**src/rtl/alu_exec_pipe.sv**
```systemverilog
// alu_exec_pipe: two-stage valid/ready 32-bit execute unit.
//   S1 holds the accepted operation and operands. S2 holds the computed
//   result and its flags for write-back.
// Ports:
//   clk, rst            clock, async active-high reset
//   in_valid/in_ready   upstream handshake; alu_op, op_a, op_b are the payload
//   out_valid/out_ready downstream handshake; result, zero, err are the payload
//   ovf                 signed overflow on ADD/SUB (only with ALU_OVF_EN)
// Codes: 000 AND, 001 OR, 010 ADD, 011 XOR, 100 NOR, 110 SUB, 111 SLT,
//        101 undefined (result 0, err 1).
// Optional macro: ALU_OVF_EN adds the ovf port and its logic.
module alu_exec_pipe #(
  parameter int WIDTH = 32
) (
  input  logic             clk,
  input  logic             rst,
  input  logic             in_valid,
  output logic             in_ready,
  input  logic [2:0]       alu_op,
  input  logic [WIDTH-1:0] op_a,
  input  logic [WIDTH-1:0] op_b,
  output logic             out_valid,
  input  logic             out_ready,
  output logic [WIDTH-1:0] result,
  output logic             zero,
  output logic             err
`ifdef ALU_OVF_EN
  ,
  output logic             ovf
`endif
);

  localparam logic [2:0] OP_AND = 3'b000;
  localparam logic [2:0] OP_OR  = 3'b001;
  localparam logic [2:0] OP_ADD = 3'b010;
  localparam logic [2:0] OP_XOR = 3'b011;
  localparam logic [2:0] OP_NOR = 3'b100;
  localparam logic [2:0] OP_SUB = 3'b110;
  localparam logic [2:0] OP_SLT = 3'b111;

  typedef struct packed {
    logic [2:0]       op;
    logic [WIDTH-1:0] a;
    logic [WIDTH-1:0] b;
  } req_t;

  typedef struct packed {
    logic [WIDTH-1:0] res;
    logic             zero;
    logic             err;
`ifdef ALU_OVF_EN
    logic             ovf;
`endif
  } rsp_t;

  logic s1_v;
  req_t s1;
  rsp_t s2, nxt;
  logic s2_adv;

  // S2 takes S1 whenever it is empty or its current result leaves this cycle.
  assign s2_adv   = s1_v && (!out_valid || out_ready);
  assign in_ready = !s1_v || s2_adv;

  // Result/flag computation from S1.
  logic [WIDTH-1:0] sum, dif;
  assign sum = s1.a + s1.b;
  assign dif = s1.a - s1.b;

  always_comb begin
    nxt = '0;
    case (s1.op)
      OP_AND:  nxt.res = s1.a & s1.b;
      OP_OR:   nxt.res = s1.a | s1.b;
      OP_ADD:  nxt.res = sum;
      OP_XOR:  nxt.res = s1.a ^ s1.b;
      OP_NOR:  nxt.res = ~(s1.a | s1.b);
      OP_SUB:  nxt.res = dif;
      OP_SLT:  nxt.res = {{(WIDTH-1){1'b0}}, ($signed(s1.a) < $signed(s1.b))};
      default: nxt.err = 1'b1;  // 101: result stays 0
    endcase
`ifdef ALU_OVF_EN
    // ADD: like-signed operands, result sign flips.
    // SUB: unlike-signed operands, result sign differs from A.
    if (s1.op == OP_ADD)
      nxt.ovf = (s1.a[WIDTH-1] == s1.b[WIDTH-1]) && (sum[WIDTH-1] != s1.a[WIDTH-1]);
    else if (s1.op == OP_SUB)
      nxt.ovf = (s1.a[WIDTH-1] != s1.b[WIDTH-1]) && (dif[WIDTH-1] != s1.a[WIDTH-1]);
`endif
    nxt.zero = (nxt.res == '0);
  end

  // S1: operand register.
  always_ff @(posedge clk or posedge rst) begin
    if (rst) begin
      s1_v <= 1'b0;
      s1   <= '0;
    end else if (in_valid && in_ready) begin
      s1_v <= 1'b1;
      s1   <= '{op: alu_op, a: op_a, b: op_b};
    end else if (s2_adv) begin
      s1_v <= 1'b0;
    end
  end

  // S2: output register; contents only change on s2_adv, so they hold
  // steady while the consumer stalls.
  always_ff @(posedge clk or posedge rst) begin
    if (rst) begin
      out_valid <= 1'b0;
      s2        <= '0;
      s2.zero   <= 1'b1;
    end else if (s2_adv) begin
      out_valid <= 1'b1;
      s2        <= nxt;
    end else if (out_valid && out_ready) begin
      out_valid <= 1'b0;
    end
  end

  assign result = s2.res;
  assign zero   = s2.zero;
  assign err    = s2.err;
`ifdef ALU_OVF_EN
  assign ovf    = s2.ovf;
`endif

endmodule

```
**config.mk**
```make
export PLATFORM = sky130hd
export DESIGN_NAME = alu_exec_pipe
export DESIGN_NICKNAME = d
export VERILOG_FILES = /design/src/rtl/alu_exec_pipe.sv
export SDC_FILE = /design/constraint.sdc
export NUM_CORES = 1
export LEC_CHECK = 0
export CORE_UTILIZATION = 30
export DETAILED_ROUTE_END_ITERATION = 12
export PLACE_DENSITY = 0.54
export SLEW_MARGIN = 20
export SYNTH_ARGS = -nofsm -noshare
export SYNTH_HDL_FRONTEND = slang
export SYNTH_SLANG_ARGS = --single-unit
```
**constraint.sdc**
```tcl
create_clock -name clk -period 5.4 [get_ports clk]
set_clock_uncertainty 0.1 [all_clocks]
set_input_delay 0.54 -clock clk [delete_from_list [all_inputs] [get_ports clk]]
set_output_delay 0.54 -clock clk [all_outputs]
set_load 0.02 [all_outputs]
```
# Word-level counts from Yosys, hierarchy flattened
# Cells that the tools add are included.
# totals
word_cells	39
register_bits	103
in_bits	71
output_inout_bits	36
# classes
muxes	6
addsub	2
magnitude_cmp	1
n_reduce_logical	12
n_eq_ne	6
bitwise	4
# op_table
operator	count
32-bit case mux with 7 select lines	1
32-bit adder	1
32-bit bitwise AND	1
32-bit zero test	1
32-bit less-than comparator	1
32-bit NOT	1
32-bit OR	1
32-bit subtractor	1
32-bit bitwise XOR	1
3-bit equality test, second input constant	3
7-bit OR reduction	1
3-bit by 2-bit equality test with 1-bit output, second input constant	2
1-bit 2-to-1 mux	5
2-bit nonzero test	2
3-bit by 1-bit equality test with 1-bit output, second input constant	1
1-bit logical AND	3
3-bit zero test	1
1-bit zero test	2
1-bit logical OR	2

# Depth between registers and ports, before layout
# logic_depth
word_depth	6
ltp_mapped	15
depth_no_buf	14

# Least setup slack after synthesis
# Ideal clock, no wire load.
# synth_path
path_kind	register to register
from	register s1[6] in the netlist's numbering
to	register zero (netlist name)
setup_ns	0.086
synth_period_minus_slack_ns	3.592
setup_slack_ns	1.808
n_path_buf	0
t_required_ns	5.214
arrival_time_ns	3.406
path_stages_with_launch	14
path_cell_list	dfrtp_1 > inv_1 > ha_1 > or4_1 > or4_1 > a211oi_2 > nor4_2 > o31ai_1 > o21ai_1 > a32o_1 > nand4b_1 > a2111oi_2 > nand4_1 > o31ai_2
# synth_between
elab_chain_len	4
elab_cells_between_ends	9
cone_classes	add/sub (2); order compare (1); mux (1); bitwise (4); reduce/logical (1)
# synth_lines
element	line_no	source
start, declared	57	req_t s1;
start signal, assigned	100	s1 <= '{op: alu_op, a: op_a, b: op_b};
parallel branches: the longest is 2 deep, another holds 32-bit subtractor	n/a	
32-bit case mux with 7 select lines (*)	72	case (s1.op)
32-bit zero test (*)	90	nxt.zero = (nxt.res == '0);
# Every way passes the cells marked *.
# A chain may end at the register's enable or synchronous reset.

# Worst setup path in the final report
# layout_path
from	register s1[0] in the netlist's numbering
to	register zero (netlist name)
# layout_between
elab_chain_len	4
elab_cells_between_ends	9
cone_classes	add/sub (2); order compare (1); mux (1); bitwise (4); reduce/logical (1)
# layout_lines
element	line_no
parallel branches: the longest is 2 deep, another holds 32-bit subtractor	n/a
32-bit case mux with 7 select lines (*)	72
32-bit zero test (*)	90
# Marks and branches as above.

==> results by group <==
Outcome
  – Status: completed

Detailed routing
  – Starting DRT DRC Count: 782
  – Final ANT Viol Nets: 0
  – Avg Vias per Cell: 5.61
  – Vias: 9,803
  – Drt drc: 0
  – Routed wire length: 35,300 µm
  – Pre-antenna DRT Iters: 5
  – Routed len/inst: 20.2 µm

Global route
  – Total Routing Usage GR: 21.2%
  – Vias in the first global route: 9,358
  – Largest net degree at the start of global routing: 61
  – Grt ovf: 0
  – Initial antenna violation count: 1
  – First-pass GRT wire length: 55,400 µm

Cells and area
  – Antenna diode count: 0
  – Util after Layout: 36.2%
  – # fillers: 3,385
  – Area Overhead vs Synth: 18.2%
  – Final nets: 1,472
  – Ratio of cells with drive above 1 in the final layout: 10.4%

Die
  – Die Ht: 184 µm
  – Rows: 66
  – Die Width: 184 µm
  – Die ar.: 0.0340 mm²
  – Effective utilization at floorplan: 30.6%
  – IO Pins: 107
  – Core Footprint: 0.0326 mm²

Yosys
  – Share of the synthesized area in the top cell type: 25.6%
  – Adder-Cell Fraction of Synth Area: 12.9%
  – Net Count, Synth: 1,412
  – Post-synth top flop: dfrtp_1
  – Synth area leaders: dfrtp_1 (26%), ha_1 (13%), mux2_2 (7.9%), a21oi_1 (6.3%), o21ai_0 (4.9%)
  – Gate Count Post-Synth: 1,239
  – XOR/XNOR share of the synthesized area: 0.614%
  – Register area share after synthesis: 25.8%
  – Synth area leader: dfrtp_1
  – Simple-gate share of the synthesized area: 15.6%
  – Async set-reset flop share out of synthesis: 100%
  – Post-synth EDFFs: 0
  – Compound-Gate Fraction of Synth Area: 28.4%
  – Largest family of logic cells by synthesized area: compound AO/OA/AOI/OAI gates
  – Mux share of post-synthesis cell area: 9.91%
  – Post-Syn Area per Cell: 8.06 µm²
  – Yosys cell types: 81
  – Yosys Warn Count: 0
  – #FFs+latches synth: 103
  – Post-Syn Area: 0.00999 mm²

STA
  – Unrepaired setup endpoints after global routing: false
  – Worst slew pin tran: 1.04 ns
  – Hold Slack: 0.378 ns
  – Count of final setup violators: 0
  – Final WS setup: 0.747 ns
  – Final hold violations: 0
  – Pins Over Slew Limit: 0
  – TNS Setup: 0 ns
  – F_max: 0.215 GHz
  – Final min period: 4.65 ns
  – Final period util: 86.2%
  – Normalized max-slew margin: 30.7%

Critical path
  – Reg-to-reg slack, setup: 0.75 ns
  – Reg-to-Reg End: zero$_DFFE_PP1P_
  – CP max stage delay: 0.77 ns
  – Crit-path max FO: 5
  – CP Cell Sequence: ha_1 > fa_1 > nor3_1 > or3_1 > a211oi_2 > a211o_1 > a2111oi_2 > nor4_1 > nor3_1 > mux2i_1 > nor4_1 > nand3_1 > o31ai_2
  – CP max-delay cell: a2111oi_2
  – RR Startpoint: s1[0]$_DFFE_PP0P_
  – Setup crit start: s1[0]$_DFFE_PP0P_
  – Reg2reg path depth: 13
  – WP data arrival: 4.84 ns
  – Critical path endpoint category: flip-flop
  – Critical Path Source Type: flip-flop
  – Crit Path Category: reg2reg
  – CP delay by family, top: simple AND/OR/NAND/NOR gates
  – Worst Path Required: 5.59 ns
  – Buffers and inverters on the worst path: 0

Clock tree
  – Worst-Skew Late Latency: 0.37 ns
  – CTS tree: done
  – CTS Buf Count: 9
  – Clock root cell: clkbuf_16
  – Clock buffer depth: 2
  – H-tree depth: 3
  – Worst-path clk slew: 0.09 ns
  – Post-CTS setup buffers: 0
  – Resized cells post-CTS: 0
  – Cts hold-fix bufs: 0
  – # clock sinks: 103

Run
  – Max-Cap Viols: 0

Placed design
  – Pre-CTS setup slack: 0.895 ns
  – Post-detail-place hpwl: 26,700 µm
  – RD Place Congestion: 0.952
  – Port bufs: 106

Hold path
  – Worst Hold Class: reg2reg
  – Hold Path Depth: 2
  – Hold Startpoint: result[28]$_DFFE_PP0P_
  – Worst hold endpoint: result[28]$_DFFE_PP0P_

Pwr
  – VDD IR max: 0.000175 V
  – Leakage: 4.98 nW
  – Pwr Total: 4.48 mW
  – Power density over the cells: 379 mW/mm²
## worst max-delay path by stage
| stage | to | cells after the start |
|---|---|---|
| after floorplan | zero$_DFFE_PP1P_ | 13 |
| after global placement | zero$_DFFE_PP1P_ | 13 |
| after detailed placement | zero$_DFFE_PP1P_ | 13 |
| after CTS | zero$_DFFE_PP1P_ | 13 |
| after global routing | zero$_DFFE_PP1P_ | 14 |
| final | zero$_DFFE_PP1P_ | 13 |
## sequential cells by signal, indices dropped and copies added (netlist names)
register,count
zero,1
s1,67
err,1
out_valid,1
s1_v,1
result,32
## per-stage QoR
| step | cells | cell area (µm²) |
|---|---|---|
| after floorplan | 1239 | 9990 |
| after global placement | 1730 | 11500 |
| after detailed placement | 1730 | 11500 |
| after CTS | 1746 | 11800 |
| after global routing | 1746 | 11800 |
| final | 1746 | 11800 |
## cell usage in the layout, fill, tap and decap left out, types with 15 or more instances in the layout
cell and instances:
dfrtp_1 102, nor2_1 85, nand3_1 29, inv_1 90
clkdlybuf4s50_1 106, nand2_1 102, a211oi_1 18, mux2_2 70
nor2b_1 17, nand2b_1 19, o21ai_0 97, buf_4 22
nor3_1 24, a21oi_1 125, mux2i_1 19, o31ai_1 15
ha_1 100
## Yosys cell counts, drive strengths merged (13+ instances only)
library cell and number:
a21oi 125, nand2 103, dfrtp 102, ha 100, o21ai 100, inv 95, nor2 87, mux2 71
clkbuf 67, nand3 29, nor3 25, a211oi 20, mux2i 19, nand2b 19, nor2b 17, o31ai 16
o211ai 14, o21bai 14, a22oi 13
## cells by family after synthesis
logic type,count (synthesis)
AO/OA/AOI/OAI,431
XOR/XNOR,7
adder cells (fa/ha/maj),102
buffers and inverters,176
flip-flops,103
multiplexers,90
AND/OR/NAND/NOR,330
## layout make-up
| class | instances | area (µm²) | area share [%] |
|---|---|---|---|
| clock buffer | 9 | 225 | 1.91 |
| clock inverter | 7 | 103 | 0.869 |
| inverter | 97 | 367 | 3.10 |
| multi-input combinational | 960 | 6760 | 57.2 |
| sequential | 103 | 2580 | 21.8 |
| tap | 442 | 553 | 4.68 |
| timing repair buffer | 128 | 1230 | 10.4 |
## metal layers
| layer | part of all wire [%] | up-vias | GRT usage, % |
|---|---|---|---|
| li1 | - | 4628 | - |
| met5 | 0.037 | - | 0 |
| met1 | 48 | 4705 | 30.7 |
| met3 | 7.2 | 51 | 3.83 |
| met4 | 2.0 | 2 | 6.33 |
| met2 | 42 | 417 | 31.5 |
## worst register-to-register path, cell delays in order, from the launching register on
cell and delay [ns]:
dfrtp_1 0.43, ha_1 0.25, fa_1 0.42, nor3_1 0.30, or3_1 0.21, a211oi_2 0.12
a211o_1 0.39, a2111oi_2 0.78, nor4_1 0.10, nor3_1 0.27, mux2i_1 0.11, nor4_1 0.59
nand3_1 0.27, o31ai_2 0.24
## report_power, final
part | leakage [nW] | internal (mW) | total (mW) | switching [mW]
sequential | 1.23 | 0.943 | 1.11 | 0.162
combinational | 3.59 | 1.01 | 2.64 | 1.63
clock | 0.159 | 0.377 | 0.733 | 0.356
(Power assumes the default switching activity.)
